## src/rtl/score_session_ctrl_if.sv

```systemverilog
// Session-controller bus: event inputs from the collision path, score and
// scan outputs toward the seven-segment decoders.
interface score_session_ctrl_if;
   logic       start;
   logic       good_evt;
   logic       bad_evt;
   logic [7:0] score;
   logic [7:0] high_score;
   logic [1:0] state;
   logic       game_over;
   logic [1:0] digit_sel;
   logic [3:0] digit_val;
   logic       digit_en;

   modport master (
      output start, good_evt, bad_evt,
      input  score, high_score, state, game_over, digit_sel, digit_val, digit_en
   );

   modport slave (
      input  start, good_evt, bad_evt,
      output score, high_score, state, game_over, digit_sel, digit_val, digit_en
   );
endinterface

```

## src/rtl/score_session_ctrl.sv

```systemverilog
// Game-session controller: IDLE/RUN/OVER sequencing, event arbitration,
// binary+BCD score/high-score tracking and 3-digit multiplexed display scan.
module score_session_ctrl #(
   parameter int MAX_SCORE   = 140,
   parameter int BLINK_HALF  = 25,
   parameter int OVER_CYCLES = 300
) (
   input logic                 clk,
   input logic                 rst,
   score_session_ctrl_if.slave bus
);

   localparam int OW = $clog2(OVER_CYCLES + 1);
   localparam int BW = $clog2(BLINK_HALF + 1);
   localparam logic [OW-1:0] OVER_LAST  = OW'(OVER_CYCLES - 1);
   localparam logic [BW-1:0] BLINK_LAST = BW'(BLINK_HALF - 1);
   localparam logic [7:0]    SCORE_MAX  = 8'(MAX_SCORE);

   typedef enum logic [1:0] {
      S_IDLE = 2'd0,
      S_RUN  = 2'd1,
      S_OVER = 2'd2
   } state_e;

   state_e        state_q, state_d;
   logic [7:0]    score_q, score_d;
   logic [7:0]    high_q, high_d;
   logic [11:0]   score_bcd_q, score_bcd_d;
   logic [11:0]   high_bcd_q, high_bcd_d;
   logic          game_over_q, game_over_d;
   logic [OW-1:0] over_cnt_q, over_cnt_d;
   logic [BW-1:0] blink_cnt_q, blink_cnt_d;
   logic          blink_on_q, blink_on_d;
   logic [1:0]    digit_sel_q, digit_sel_d;
   logic [3:0]    digit_val_q, digit_val_d;
   logic          digit_en_q, digit_en_d;

   logic [11:0]   disp_bcd;
   logic          blank;

   function automatic logic [11:0] bcd_inc(input logic [11:0] v);
      logic [11:0] r;
      r = v;
      if (v[3:0] == 4'd9) begin
         r[3:0] = 4'd0;
         if (v[7:4] == 4'd9) begin
            r[7:4]  = 4'd0;
            r[11:8] = v[11:8] + 4'd1;
         end else begin
            r[7:4] = v[7:4] + 4'd1;
         end
      end else begin
         r[3:0] = v[3:0] + 4'd1;
      end
      return r;
   endfunction

   always_comb begin
      state_d     = state_q;
      score_d     = score_q;
      high_d      = high_q;
      score_bcd_d = score_bcd_q;
      high_bcd_d  = high_bcd_q;
      game_over_d = 1'b0;
      over_cnt_d  = over_cnt_q;
      blink_cnt_d = blink_cnt_q;
      blink_on_d  = blink_on_q;

      case (state_q)
         S_IDLE: begin
            if (bus.start) begin
               state_d     = S_RUN;
               score_d     = '0;
               score_bcd_d = '0;
            end
         end
         S_RUN: begin
            // bad_evt and the auto-end both preempt any good_evt this cycle
            if (bus.bad_evt || score_q == SCORE_MAX) begin
               state_d     = S_OVER;
               game_over_d = 1'b1;
               over_cnt_d  = '0;
               blink_cnt_d = '0;
               blink_on_d  = 1'b1;
            end else if (bus.good_evt) begin
               score_d     = score_q + 8'd1;
               score_bcd_d = bcd_inc(score_bcd_q);
               if (score_d > high_q) begin
                  high_d     = score_d;
                  high_bcd_d = score_bcd_d;
               end
            end
         end
         S_OVER: begin
            if (bus.start) begin
               state_d     = S_RUN;
               score_d     = '0;
               score_bcd_d = '0;
               over_cnt_d  = '0;
               blink_cnt_d = '0;
               blink_on_d  = 1'b1;
            end else if (over_cnt_q == OVER_LAST) begin
               state_d     = S_IDLE;
               over_cnt_d  = '0;
               blink_cnt_d = '0;
               blink_on_d  = 1'b1;
            end else begin
               over_cnt_d = over_cnt_q + 1'b1;
               if (blink_cnt_q == BLINK_LAST) begin
                  blink_cnt_d = '0;
                  blink_on_d  = ~blink_on_q;
               end else begin
                  blink_cnt_d = blink_cnt_q + 1'b1;
               end
            end
         end
         default: state_d = S_IDLE;
      endcase

      // Scan registers are fed from next-state values so the displayed digit
      // tracks the state change and digit_sel on the same edge.
      digit_sel_d = (digit_sel_q == 2'd2) ? 2'd0 : digit_sel_q + 2'd1;
      disp_bcd    = (state_d == S_IDLE) ? high_bcd_d : score_bcd_d;
      case (digit_sel_d)
         2'd0: begin
            digit_val_d = disp_bcd[3:0];
            blank       = 1'b0;
         end
         2'd1: begin
            digit_val_d = disp_bcd[7:4];
            blank       = (disp_bcd[11:8] == 4'd0) && (disp_bcd[7:4] == 4'd0);
         end
         default: begin
            digit_val_d = disp_bcd[11:8];
            blank       = (disp_bcd[11:8] == 4'd0);
         end
      endcase
      digit_en_d = ~blank && ((state_d != S_OVER) || blink_on_d);
   end

   always_ff @(posedge clk or posedge rst) begin
      if (rst) begin
         state_q     <= S_IDLE;
         score_q     <= '0;
         high_q      <= '0;
         score_bcd_q <= '0;
         high_bcd_q  <= '0;
         game_over_q <= 1'b0;
         over_cnt_q  <= '0;
         blink_cnt_q <= '0;
         blink_on_q  <= 1'b1;
         digit_sel_q <= '0;
         digit_val_q <= '0;
         digit_en_q  <= 1'b1;
      end else begin
         state_q     <= state_d;
         score_q     <= score_d;
         high_q      <= high_d;
         score_bcd_q <= score_bcd_d;
         high_bcd_q  <= high_bcd_d;
         game_over_q <= game_over_d;
         over_cnt_q  <= over_cnt_d;
         blink_cnt_q <= blink_cnt_d;
         blink_on_q  <= blink_on_d;
         digit_sel_q <= digit_sel_d;
         digit_val_q <= digit_val_d;
         digit_en_q  <= digit_en_d;
      end
   end

   assign bus.score      = score_q;
   assign bus.high_score = high_q;
   assign bus.state      = state_q;
   assign bus.game_over  = game_over_q;
   assign bus.digit_sel  = digit_sel_q;
   assign bus.digit_val  = digit_val_q;
   assign bus.digit_en   = digit_en_q;

endmodule

```

## src/flat_wrapper.sv

```systemverilog
// flat-port wrapper written by rule: the top's interface ports become plain ports
module score_session_ctrl_flat 
#(
   parameter int MAX_SCORE   = 140,
   parameter int BLINK_HALF  = 25,
   parameter int OVER_CYCLES = 300
)
  (clk, rst, bus_start, bus_good_evt, bus_bad_evt, bus_score, bus_high_score, bus_state, bus_game_over, bus_digit_sel, bus_digit_val, bus_digit_en);
  score_session_ctrl_if bus_i ();
  input logic clk;
  input logic rst;
  input wire logic [$bits(bus_i.start)-1:0] bus_start;
  input wire logic [$bits(bus_i.good_evt)-1:0] bus_good_evt;
  input wire logic [$bits(bus_i.bad_evt)-1:0] bus_bad_evt;
  output wire logic [$bits(bus_i.score)-1:0] bus_score;
  output wire logic [$bits(bus_i.high_score)-1:0] bus_high_score;
  output wire logic [$bits(bus_i.state)-1:0] bus_state;
  output wire logic [$bits(bus_i.game_over)-1:0] bus_game_over;
  output wire logic [$bits(bus_i.digit_sel)-1:0] bus_digit_sel;
  output wire logic [$bits(bus_i.digit_val)-1:0] bus_digit_val;
  output wire logic [$bits(bus_i.digit_en)-1:0] bus_digit_en;
  assign bus_i.start = bus_start;
  assign bus_i.good_evt = bus_good_evt;
  assign bus_i.bad_evt = bus_bad_evt;
  assign bus_score = bus_i.score;
  assign bus_high_score = bus_i.high_score;
  assign bus_state = bus_i.state;
  assign bus_game_over = bus_i.game_over;
  assign bus_digit_sel = bus_i.digit_sel;
  assign bus_digit_val = bus_i.digit_val;
  assign bus_digit_en = bus_i.digit_en;
  score_session_ctrl #(.MAX_SCORE(MAX_SCORE), .BLINK_HALF(BLINK_HALF), .OVER_CYCLES(OVER_CYCLES)) u_core (.clk(clk), .rst(rst), .bus(bus_i));
endmodule
```

## config.mk

```make
export PLATFORM = sky130hd
export DESIGN_NAME = score_session_ctrl_flat
export DESIGN_NICKNAME = d
export VERILOG_FILES = /design/src/rtl/score_session_ctrl_if.sv /design/src/rtl/score_session_ctrl.sv /design/src/flat_wrapper.sv
export SDC_FILE = /design/constraint.sdc
export NUM_CORES = 1
export LEC_CHECK = 0
export ABC_AREA = 1
export BUFFER_PORTS_ARGS = -buffer_cell sky130_fd_sc_hd__buf_2
export CORE_MARGIN = 2
export CORE_UTILIZATION = 60
export CTS_BUF_LIST = sky130_fd_sc_hd__clkbuf_8
export CTS_CLUSTER_DIAMETER = 40
export CTS_CLUSTER_SIZE = 28
export DETAILED_ROUTE_END_ITERATION = 8
export GPL_TIMING_DRIVEN = 0
export PLACE_DENSITY = 0.8
export SYNTH_ARGS = -nofsm -noshare
export SYNTH_HDL_FRONTEND = slang
export SYNTH_SLANG_ARGS = --single-unit
```

## constraint.sdc

```tcl
create_clock -name clk -period 3.7 [get_ports clk]
set_clock_uncertainty 0.05 [all_clocks]
set_input_delay 0.37 -clock clk [delete_from_list [all_inputs] [get_ports clk]]
set_output_delay 0.37 -clock clk [all_outputs]
set_load 0.1 [all_outputs]
```

---- Word-level counts from Yosys, hierarchy flattened ----
Cells that the tools add are included.
storage, ports and cells
  register bits ........................... 65
  output and inout port bits .............. 26
  logic and storage cells ................. 93
operators by class
  add/sub/neg operators ................... 7
  $lt $le $gt $ge ......................... 1
  equal/unequal tests ..................... 14
  muxes and demuxes ....................... 41
  bitwise logic cells ..................... 3
  reductions and logical operators ........ 15
operators by type and width
  cell                                         count
  two-way mux 12 bit                           8
  two-way mux 8 bit                            4
  two-way mux 9 bit                            3
  one-hot mux 12 bit (2 select lines)          1
  two-way mux 5 bit                            4
  one-hot mux 9 bit (2 select lines)           1
  one-hot mux 8 bit (2 select lines)           1
  adder 4 x 1 -> 4 bit, second input constant  3
  two-way mux 4 bit                            3
  two-way mux 2 bit                            5
  one-hot mux 5 bit (2 select lines)           1
  adder 9 x 1 -> 9 bit, second input constant  1
  equality test 9 bit, second input constant   1
  adder 8 x 1 -> 8 bit, second input constant  1
  equality test 4 bit, second input constant   2
  equality test 8 bit, second input constant   1
  > comparator 8 bit                           1
  zero test 4 bit                              2
  one-hot mux 4 bit (2 select lines)           1
  AND reduction 4 bit                          2
  zero test 2 bit                              3
  two-way mux 1 bit                            6
  != test 2 bit, second input constant         3
  one-hot mux 2 bit (3 select lines)           1
  13 further kinds                             22

---- Depth between registers and ports, before layout ----
Gate-level depths: netlist of the first run.
  depth in word-level cells ............... 13
  gate-level depth with buffers ........... 19

---- Worst setup path before layout of the first run ----
No wires, ideal clock.
  path type ............................... register to register
  start point ............................. register u_core.score_q[0], in the netlist u_core.bus.score[0]
  end point ............................... register u_core.digit_val_q[0], in the netlist u_core.bus.digit_val[0]
  setup time .............................. 92 ps
  arrival time ............................ 3263 ps
  required time ........................... 3558 ps
  path slack .............................. 295 ps
  stages on the path, launching flop included .. 16
  path buffers ............................ 1
  clock period less this slack ............ 3405 ps
  cell sequence ........................... dfrtp_1 ha_1 nand2_1 nor3_1 xor2_1 inv_1 ha_1 nand4_2 nor3b_2 nor2_4 nand2_4 buf_2 nand2_1 o21ai_1 o21ai_0 o221ai_1
between the ends
  longest elaborated chain between the ends .. 8
ends and longest elaborated chain
  element                                 line                       source
  start: declaration                      score_session_ctrl.sv:26   logic [7:0] score_q, score_d;
  start signal: assignment                score_session_ctrl.sv:157  score_q <= score_d;
  adder 8 x 1 -> 8 bit                    score_session_ctrl.sv:86   score_d = score_q + 8'd1;
  > comparator 8 bit                      score_session_ctrl.sv:88   if (score_d > high_q) begin
  two-way mux 12 bit                      score_session_ctrl.sv:88
  two-way mux 12 bit                      score_session_ctrl.sv:85   end else if (bus.good_evt) begin
  two-way mux 12 bit (*)                  score_session_ctrl.sv:79   if (bus.bad_evt || score_q == SCORE_MAX) begin
  two-way mux 12 bit (*)                  score_session_ctrl.sv:69   case (state_q)
  via u_core.high_bcd_d[0]                score_session_ctrl.sv:29   logic [11:0] high_bcd_q, high_bcd_d;
  two-way mux 12 bit (*)                  score_session_ctrl.sv:123  disp_bcd = (state_d == S_IDLE) ? high_bcd_d : score_bcd_d;
  one-hot mux 4 bit (2 select lines) (*)  score_session_ctrl.sv:124  case (digit_sel_d)
  via u_core.digit_val_d[0]               score_session_ctrl.sv:35   logic [3:0] digit_val_q, digit_val_d;
  end signal: assignment                  score_session_ctrl.sv:166  digit_val_q <= digit_val_d;
  end: declaration                        score_session_ctrl.sv:35
The timed path passes the listed nets; every way through them passes the cells marked *.
A chain may end at the register's enable or synchronous reset.

---- Worst setup path after layout of the first run ----
  start point ............................. register u_core.score_q[0], in the netlist u_core.bus.score[0]
  end point ............................... register u_core.digit_en_q, in the netlist u_core.bus.digit_en
between the ends
  longest elaborated chain between the ends .. 12
ends and longest elaborated chain
  element                             line                                                  source
  adder 8 x 1 -> 8 bit                score_session_ctrl.sv:86
  > comparator 8 bit                  score_session_ctrl.sv:88
  two-way mux 12 bit                  score_session_ctrl.sv:88
  two-way mux 12 bit                  score_session_ctrl.sv:85
  two-way mux 12 bit                  score_session_ctrl.sv:79
  two-way mux 12 bit                  score_session_ctrl.sv:69
  two-way mux 12 bit                  score_session_ctrl.sv:123
  zero test 4 bit (on tied branches)  score_session_ctrl.sv:131, score_session_ctrl.sv:135
  logical AND 1 bit                   score_session_ctrl.sv:131                             blank = (disp_bcd[11:8] == 4'd0) && (disp_bcd[7:4] == 4'd0);
  one-hot mux 1 bit (2 select lines)  score_session_ctrl.sv:124
  inverter 1 bit                      score_session_ctrl.sv:138                             digit_en_d = ~blank && ((state_d != S_OVER) || blink_on_d);
  logical AND 1 bit (*)               score_session_ctrl.sv:138
  via u_core.digit_en_d               score_session_ctrl.sv:36                              logic digit_en_q, digit_en_d;
  end signal: assignment              score_session_ctrl.sv:167                             digit_en_q <= digit_en_d;
  end: declaration                    score_session_ctrl.sv:36
Marked as above.

==> metrics.txt, run 1 <==
wire per inst 13.91 microns; Max Fclk 307.6 MHz; Max VDD drop 0.3319 mV; Worst path max stage delay 0.46 ns; HP Class in -> async; die height 84.43 microns; Startpoint Class register; Via-to-Cell Ratio 5.448; Die ar. 7128 sq um; Finished Layout Cells 612; DRC Markers 0; CP arrival 3.47 ns; Critical Setup Path Class reg -> reg; crit-path cells ha_1, nand2_1, nor3_1, xor2_1, inv_1, ha_1, nand4_2, nor3b_2, nor2_4, nand2_4, buf_6, nand2_1, nand2_1, nand2_1, nand2_1, nand3_1, nor2_1, a21oi_1; max_cap viols 0; most common cell after layout, fill and taps aside nand2_1; pwr/cell area 600.3 nW/um^2; Area Growth Syn to Fin 11.93%; chip width 84.43 microns; via count 3334; crit path time final 3.251 ns; final setup TNS 0 ns; sequential-to-total area share from yosys stat 41.97%; cts hold-fix bufs 0; H-Tree Level Count 3; DP Cell Count 596; first-pass GRT wire length 14480 microns; total CTS buffers 9; post-synth cell types 41; Clock Latency Late Sink 0.35 ns; routability cong. 0.8552; initial antenna violation count 0; aggregate global-route resource usage 25.42%; commonest register cell after synthesis dfrtp_1; Worst slew margin 62.66%; cts repair resizes 0; DP Wirelength 6259 microns; Mapped Cells 488; clock-pin slew on the worst setup and hold paths 0.08 ns; Req. time, crit path 3.92 ns; TritonCTS Sinks 65; clock tree from TritonCTS built; leakage 2.178 nW; Antenna Cells 0; final setup fails 0; hold slack -0.01175 ns; Tcrit/Tclk final 87.85%; Mapped Avg Cell Area 7.953 sq um; grt total ovfl 0; unrepaired setup endpoints after global routing false; core region area 6314 sq um; failing checks hold timing; Netlist Area Pre-Place 3881 sq um; Crit-path slowest cell dfrtp_1; most used cells in the layout excluding fill and tap cells nand2_1 (113), inv_1 (68), dfrtp_1 (63); CTS max path bufs 2; drt pass-1 iters 5; drt total wl 8511 microns; Root Driver clkbuf_8; status finished with violations; post-CTS setup buffer count 0; row count 29; syn nets 513; most used cell, CP nand2_1; Slew Viols, Final 0; flops & latches, synth 65; number of top-level pins 31; PortBufs 30; initial DRC count 230; worst slew pin tran 0.5601 ns; layout cells sized above 1 19.25%; Layout Nets 555; worst-case reg-to-reg path depth 18; Syn. warnings 0; largest net degree at the start of global routing 45; Starting Density 61.47%; post-synthesis async set-or-reset flop share 100.0%; Final Hold Vio Count 18; critical path endpoint category register; vias in the first global route 3228; CP Max Fanout 10; Post-synth EDFFs 0; number of routed nets with antenna violations 0
==> registers in the layout (all words and copies together) (netlist names), 2 cells and up <==
register	count
u_core.blink_cnt_q	5
u_core.bus.digit_sel	2
u_core.bus.digit_val	4
u_core.bus.high_score	8
u_core.bus.score	8
u_core.bus.state	2
u_core.high_bcd_q	12
u_core.over_cnt_q	9
u_core.score_bcd_q	12
==> worst max-delay path: cells and delay by family (launching register included) <==
kind | cells | cell delay (ns)
fa+ha+maj | 2 | 0.53
buf+inv | 2 | 0.24
simple gates | 12 | 1.54
compound gates | 1 | 0.09
xor+xnor | 1 | 0.24
flops | 1 | 0.46
==> where the power goes <==
group / switching (W) / internal [W]
sequential: 0.0000575 / 0.000770
clock: 0.000276 / 0.000324
combinational: 0.000842 / 0.000338
==> Yosys cell counts, types with 3 or more instances <==
| master | count | share of area (%) |
|---|---|---|
| a21oi_2 | 3 | 0.68 |
| ha_1 | 20 | 6.4 |
| dfrtp_1 | 63 | 41 |
| nand2_4 | 3 | 0.87 |
| o21ai_1 | 10 | 1.3 |
| nand2_2 | 14 | 2.3 |
| nor2_1 | 36 | 3.5 |
| nand2_1 | 113 | 11 |
| o221ai_1 | 4 | 0.90 |
| nor3_1 | 6 | 0.77 |
| nand4_1 | 3 | 0.48 |
| nor2_2 | 3 | 0.48 |
| nand3_1 | 30 | 3.9 |
| o211ai_1 | 3 | 0.58 |
| inv_1 | 68 | 6.6 |
| xor2_1 | 6 | 1.4 |
| o21ai_0 | 38 | 4.9 |
| nand3_2 | 3 | 0.77 |
| a21oi_1 | 19 | 2.5 |
| inv_2 | 7 | 0.68 |
| nor2_4 | 6 | 1.7 |
| buf_6 | 4 | 1.2 |
==> metrics by stage <==
| stage | util, % | total power [W] | setup WS (ns) | area (sq um) |
|---|---|---|---|---|
| floorplan | - | 0.001756 | 0.2953 | 3881 |
| global placement | 65.38 | 0.001986 | 0.5355 | 4128 |
| detailed placement | 65.70 | 0.002012 | 0.4736 | 4148 |
| CTS | 68.81 | 0.002610 | 0.4510 | 4344 |
| global route | 68.81 | 0.002777 | 0.1108 | 4344 |
| finish | 68.81 | 0.002608 | 0.4494 | 4344 |
==> logic make-up (layout without fill, tap and decap cells) <==
group	after synthesis	after routing	share of synthesized area, %
and+or+nand+nor	226	226	28.11
buffers and inverters	85	132	9.059
adders and majority gates	20	20	6.447
xor gates and xnor gates	6	6	1.354
AOI/OAI and AO/OA	86	86	13.06
DFF	65	65	41.97
==> cell type report <==
cell class / count / area, sq um
Fill cell: 508 / 1969
Multi-Input combinational cell: 338 / 1901
Sequential cell: 65 / 1629
Inverter: 77 / 289.0
Timing Repair Buffer: 31 / 170.2
Clock buffer: 10 / 137.6
Tap cell: 77 / 96.34
Buffer: 8 / 62.56
Clock inverter: 6 / 58.81
==> worst paths after layout <==
check | startpoint | end | slack [ns]
min in group clk | bus_start | u_core.bus.state[0] | 0.42
max in group asynchronous | rst | u_core.blink_on_q | 2.94
setup / recovery | u_core.bus.score[0] | u_core.bus.digit_en | 0.45
setup reg to reg | u_core.bus.score[0] | u_core.bus.digit_en | 0.45
hold reg to reg | u_core.high_bcd_q[5] | u_core.high_bcd_q[5] | 0.43
hold / removal | rst | u_core.bus.score[3] | -0.01
==> per-layer routing <==
layer  up-vias  part of all wire (%)  wire, microns  global-route usage [%]
met5         -                     0              0                       0
met4         0                   1.9            161                   9.668
met3        16                   4.3            366                   4.621
met2       101                    49           4179                   43.00
met1      1562                    45           3803                   32.69
li1       1655                     -              -                       -
Power figures use the tool's default switching activity.
==> inputs of run 2 (changes only) <==
--- a/config.mk
+++ b/config.mk
@@ -7,7 +7,6 @@
 export LEC_CHECK = 0
 export ABC_AREA = 1
 export BUFFER_PORTS_ARGS = -buffer_cell sky130_fd_sc_hd__buf_2
-export CORE_MARGIN = 2
 export CORE_UTILIZATION = 60
 export CTS_BUF_LIST = sky130_fd_sc_hd__clkbuf_8
 export CTS_CLUSTER_DIAMETER = 40
==> metrics.txt, run 2 (synthesis gave the netlist of run 1 again) <==
most common cell after layout, fill and taps aside nand2_1; worst-case reg-to-reg path depth 15 (-3); routability cong. 0.8860 (+3.6%); aggregate global-route resource usage 27.81% (+2.4 points); final setup fails 0 (unchanged); Comb power frac 45.7% (+0.4 points); Starting Density 63.67% (+2.2 points); final setup TNS 0 ns (unchanged); unrepaired setup endpoints after global routing false; leakage 2.180 nW (about the same); die height 82.43 microns (-2.4%); wire per inst 13.67 microns (-1.7%); Layout Nets 555 (unchanged); Tcrit/Tclk final 86.18% (-1.7 points); Int Power 0.001415 W (-1.3%); drt pass-1 iters 5 (unchanged); Slew Viols, Final 0 (unchanged); cts repair resizes 0 (unchanged); status complete, no violations; clock-pin slew on the worst setup and hold paths 0.08 ns (about the same); layout cells sized above 1 19.07% (-0.19 points); core region area 6096 sq um (-3.4%); number of top-level pins 31 (unchanged); most used cells in the layout excluding fill and tap cells nand2_1 (113), inv_1 (69), dfrtp_1 (63); crit path time final 3.189 ns (-0.06176 ns); TritonCTS Sinks 65 (unchanged); Startpoint Class register; CTS max path bufs 2 (unchanged); critical path endpoint category register; CP arrival 3.38 ns (-0.09 ns); sequential share of power 31.8% (about the same); clock tree from TritonCTS built; first-pass GRT wire length 14050 microns (-3.0%); Die ar. 6795 sq um (-4.7%); drt total wl 8339 microns (-2.0%); PortBufs 30 (unchanged); Final Hold Vio Count 0 (-18); Antenna Cells 0 (unchanged); HP Class in -> async; grt total ovfl 0 (unchanged); largest net degree at the start of global routing 36 (-20%); initial antenna violation count 0 (unchanged); clock share of power 22.5% (-0.5 points); fill count 490 (-3.5%); DRC Markers 0 (unchanged); flop2flop setup slack 0.51 ns (+0.06 ns); max_cap viols 0 (unchanged); Via-to-Cell Ratio 5.444 (about the same); total CTS buffers 9 (unchanged); post-CTS setup buffer count 0 (unchanged); Clock Latency Late Sink 0.35 ns (about the same); Psw 0.001192 W (+1.5%); number of routed nets with antenna violations 0 (unchanged); Max VDD drop 0.4305 mV (+30%); Worst slew margin 50.22% (-12 points); via count 3321 (-0.39%); DP Wirelength 6295 microns (+0.58%); Area Growth Syn to Fin 11.64%; Layout Utilization 71.08% (+2.3 points); H-Tree Level Count 3 (unchanged); Max Fclk 313.6 MHz (+1.9%); pwr/cell area 601.5 nW/um^2 (+0.22%); worst slew pin tran 0.7455 ns (+0.1854 ns); sw frac 45.73% (+0.68 points); initial DRC count 269 (+17%); Root Driver clkbuf_8; Critical Setup Path Class reg -> reg; worst r2r dst u_core.bus.digit_val[0]; Reg-to-Reg Start u_core.bus.score[0]; cts hold-fix bufs 0 (unchanged); vias in the first global route 3225 (-0.093%); CP Max Fanout 10 (unchanged); Top Registers u_core.high_bcd_q: 12 flops, u_core.score_bcd_q: 12 flops, u_core.over_cnt_q: 9 flops; chip width 82.43 microns (-2.4%); row count 28 (-3.4%); Req. time, crit path 3.89 ns (-0.03 ns)
[run 2: worst max-delay path by stage]
stage | cells past startpoint | start | slack [ns] | to
global route | 15 | u_core.bus.score[0] | 0.22 | u_core.bus.digit_val[0]
CTS | 15 | u_core.bus.score[0] | 0.49 | u_core.bus.digit_val[0]
detailed placement | 15 | u_core.bus.score[0] | 0.52 | u_core.bus.digit_val[0]
finish | 15 | u_core.bus.score[0] | 0.51 | u_core.bus.digit_val[0]
floorplan | 15 | u_core.bus.score[0] | 0.30 | u_core.bus.digit_val[0]
global placement | 15 | u_core.bus.score[0] | 0.56 | u_core.bus.digit_val[3]
[run 2: cell type report]
type,instances,area (sq um),share of cell area [%]
buffer,8,62.56,1.444
clock buffer,9,123.9,2.859
clock inverter,7,63.81,1.473
inverter,77,289.0,6.671
multi-input combinational,338,1901,43.86
sequential,65,1629,37.60
tap,75,93.84,2.166
timing repair buffer,31,170.2,3.927
[run 2: power by group through the flow]
stage	clock network [W]	registers, W	logic (W)
3_3_place_gp	0	0.000839	0.00115
5_1_grt	0.000624	0.000835	0.00130
6_report	0.000587	0.000829	0.00119
2_1_floorplan	0	0.00102	0.000733
3_5_place_dp	0	0.000843	0.00117
4_1_cts	0.000595	0.000830	0.00118
[run 2: worst max-delay path, cell delays in order, from the launching register on]
cell	delay (ns)
dfrtp_1	0.47
ha_1	0.22
nand2_1	0.09
nor3_1	0.22
xor2_1	0.22
inv_1	0.09
ha_1	0.32
nand4_2	0.16
nor3b_2	0.26
nor2_4	0.11
nand2_4	0.11
buf_2	0.24
nand2_1	0.09
o21ai_1	0.13
o21ai_0	0.10
o221ai_1	0.21
[run 2: metrics by stage]
step	area (sq um)	worst slack (ns)	hold WS (ns)	total power, W	std cells
2_1_floorplan	3881	0.2953	0.3884	0.001756	488
3_3_place_gp	4125	0.5600	0.4025	0.001987	593
3_5_place_dp	4145	0.5201	0.4180	0.002014	594
4_1_cts	4333	0.4944	0.1120	0.002603	610
5_1_grt	4333	0.2201	0.1721	0.002756	610
6_report	4333	0.5112	0.09142	0.002606	610
[run 2: routing by layer]
metal | GRT usage [%] | share of wire, % | routed length, microns
met1 | 34.20 | 44 | 3678
met2 | 47.19 | 49 | 4065
met3 | 4.725 | 4.8 | 400
met4 | 13.51 | 2.4 | 196
met5 | 0 | 0 | 0
==> inputs of run 3 (changes only) <==
--- a/config.mk
+++ b/config.mk
@@ -5,7 +5,7 @@
 export SDC_FILE = /design/constraint.sdc
 export NUM_CORES = 1
 export LEC_CHECK = 0
-export ABC_AREA = 1
+export ABC_AREA = 0
 export BUFFER_PORTS_ARGS = -buffer_cell sky130_fd_sc_hd__buf_2
 export CORE_UTILIZATION = 60
 export CTS_BUF_LIST = sky130_fd_sc_hd__clkbuf_8
==> metrics.txt, run 3 <==
CP Max Fanout 10 (unchanged); Post-synth EDFFs 0 (unchanged); status complete, no violations; dominant cell type by area after synthesis dfrtp_1; clock tree from TritonCTS built; most used cells in the layout excluding fill and tap cells dfrtp_1 (58), nand2_1 (43), inv_1 (40); XOR/XNOR Fraction of Synth Area 2.711% (+1.4 points); wire per inst 15.55 microns (+14%); core region area 6061 sq um (-0.57%); post-synth cell types 61 (+49%); Worst Hold Path EP u_core.bus.game_over; most numerous cell in the Yosys netlist dfrtp_1; drt total wl 8410 microns (+0.85%); CP arrival 3.72 ns (+0.34 ns); Slew Viols, Final 0 (unchanged); flop2flop setup slack 0.13 ns (-0.38 ns); via count 3156 (-5.0%); commonest register cell after synthesis dfrtp_1; HP Class in -> reg; pwr/cell area 733.7 nW/um^2 (+22%); drt pass-1 iters 4 (-1); DP Wirelength 6061 microns (-3.7%); synth cell count leaders dfrtp_1 (63), nand2_1 (43), inv_1 (41); leakage 2.236 nW (+2.6%); Reg-to-Reg Start u_core.bus.score[0]; worst-case reg-to-reg path depth 14 (-1); clock-pin slew on the worst setup and hold paths 0.07 ns (about the same); critical path endpoint category register; hold path startpoint bus_bad_evt; pre-CTS setup slack 0.06473 ns (-0.4553 ns); H-Tree Level Count 3 (unchanged); largest net degree at the start of global routing 26 (-28%); syn nets 440 (-14%); Root Driver clkbuf_8; Mapped Avg Cell Area 9.343 sq um (+17%); Adder-Cell Fraction of Synth Area 6.454% (about the same); mux cell area share after synthesis 6.357% (+6.4 points); Mapped Cells 415 (-15%); first-pass GRT wire length 13990 microns (-0.44%); hold path depth 3; layout cells sized above 1 18.45% (-0.61 points); Max VDD drop 0.4967 mV (+15%); CTS max path bufs 2 (unchanged); DP Cell Count 522 (-12%); Starting Density 63.98% (+0.31 points); Power Total 0.003295 W (+26%); post-synthesis async set-or-reset flop share 100.0% (unchanged); TritonCTS Sinks 65 (unchanged); DRC Markers 0 (unchanged); Final Hold Vio Count 0 (unchanged); initial DRC count 240 (-11%); flops & latches, synth 65 (unchanged); Antenna Cells 0 (unchanged); grt total ovfl 0 (unchanged); Tcrit/Tclk final 96.42% (+10 points); vias in the first global route 3000 (-7.0%); max_cap viols 0 (unchanged); Top Registers u_core.high_bcd_q: 12 flops, u_core.score_bcd_q: 12 flops, u_core.over_cnt_q: 9 flops; Critical Setup Path Class reg -> reg; Synth top area share 40.66% (about the same); Req. time, crit path 3.85 ns (-0.04 ns); Layout Utilization 74.09% (+3.0 points); Syn. warnings 0 (unchanged); Die ar. 6788 sq um (about the same); Finished Layout Cells 541 (-11%); final worst slack 0.1325 ns (-0.3786 ns); number of routed nets with antenna violations 0 (unchanged); largest family of logic cells by synthesized area compound AO/OA/AOI/OAI gates; die height 82.39 microns (about the same); Clock Latency Late Sink 0.35 ns (about the same); compound-cell area share of the yosys netlist 18.33% (+5.3 points); hold slack 0.3118 ns (+0.2203 ns); post-synthesis simple-gate area fraction 18.10% (-10 points); total CTS buffers 9 (unchanged); PortBufs 30 (unchanged); Layout Nets 486 (-12%); most common cell after layout, fill and taps aside dfrtp_1; initial antenna violation count 0 (unchanged); Startpoint Class register; crit path time final 3.567 ns (+0.3786 ns); Max Fclk 280.3 MHz (-11%); chip width 82.39 microns (about the same); Worst slew margin 60.55% (+10 points); aggregate global-route resource usage 27.92% (+0.11 points); synth top area cells dfrtp_1 (41%), ha_1 (6.5%), o21ai_0 (4.5%); routability cong. 0.8339 (-5.9%); worst r2r dst u_core.bus.digit_val[2]; Netlist Area Pre-Place 3877 sq um (about the same); Via-to-Cell Ratio 5.834 (+7.2%); final setup fails 0 (unchanged); Area Growth Syn to Fin 15.81%; worst slew pin tran 0.5835 ns (-0.1620 ns); number of top-level pins 31 (unchanged); sequential-to-total area share from yosys stat 42.01% (about the same); row count 28 (unchanged)
[run 3: cell types whose count changed after synthesis, sizes merged, moves of 9 or more]
| cell | change |
|---|---|
| o21ai | -12 |
| nand3 | -19 |
| inv | -34 |
| and3 | +11 |
| nand2 | -87 |
| mux2i | +10 |
| mux2 | +13 |
| nor2 | -21 |
| o31ai | +13 |
| xnor2 | +9 |
[run 3: metal layers]
layer | track usage [%] | wire length, microns | share of wire [%]
met1 | 36.41 | 3897 | 46
met2 | 46.12 | 3998 | 48
met3 | 5.714 | 394 | 4.7
met4 | 9.474 | 119 | 1.4
met5 | 0 | 0 | 0
[run 3: how the worst max path moves through the flow]
stage	slack (ns)	endpoint	from	cells after the start
3_5_place_dp	0.06	u_core.bus.digit_val[2]	u_core.bus.score[4]	14
4_1_cts	0.08	u_core.bus.digit_val[2]	u_core.bus.score[4]	14
2_1_floorplan	0.21	u_core.bus.digit_val[0]	u_core.bus.score[6]	13
5_1_grt	-0.02	u_core.bus.digit_val[2]	u_core.bus.score[0]	14
3_3_place_gp	0.16	u_core.bus.digit_en	u_core.bus.score[4]	14
6_report	0.13	u_core.bus.digit_val[2]	u_core.bus.score[0]	14
[run 3: metrics by stage]
step / area [sq um] / TNS, ns
global placement: 4128 / 0
floorplan: 3884 / 0
finish: 4491 / 0
global route: 4491 / -0.02757
CTS: 4464 / 0
detailed placement: 4175 / 0
[run 3: repair_timing]
item / in CTS / in global routing
endpoints found under the hold margin: 16 / 0
endpoints found under the setup margin: 1 / 5
buffers inserted: 0 / 2
resized for setup: 1 / 3
hold buffers: 1 / 0
[run 3: cell families (layout without fill, tap and decap cells)]
group	Yosys count	after routing
buffers and inverters	58	109
AO/OA/AOI/OAI	102	102
XOR/XNOR	12	12
adder cells (fa/ha/maj)	20	20
AND/OR/NAND/NOR	135	135
flip-flops	65	65
multiplexers	23	23
[run 3: critical path: stages, from the launching register on]
cell      delay [ns]
dfrtp_2         0.43
and3_1          0.17
nand3_1         0.19
nor2_1          0.21
xnor2_1         0.19
inv_1           0.08
ha_1            0.32
nand4_1         0.12
or2_2           0.31
o211ai_1        0.14
buf_6           0.21
mux2_1          0.35
mux2_2          0.29
mux2i_2         0.23
o21ai_1         0.10
[run 3: power breakdown]
part / switching (W) / internal, W / total [W]
combinational: 0.00111 / 0.000430 / 0.00154
sequential: 0.0000879 / 0.000839 / 0.000927
clock: 0.000275 / 0.000552 / 0.000826
[run 3: final cells by class]
type,count,area [sq um]
multi-input combinational,292,2022
clock inverter,5,125.1
buffer,17,86.33
fill,435,1570
inverter,41,153.9
tap,75,93.84
clock buffer,11,151.4
timing repair buffer,35,222.7
sequential,65,1635
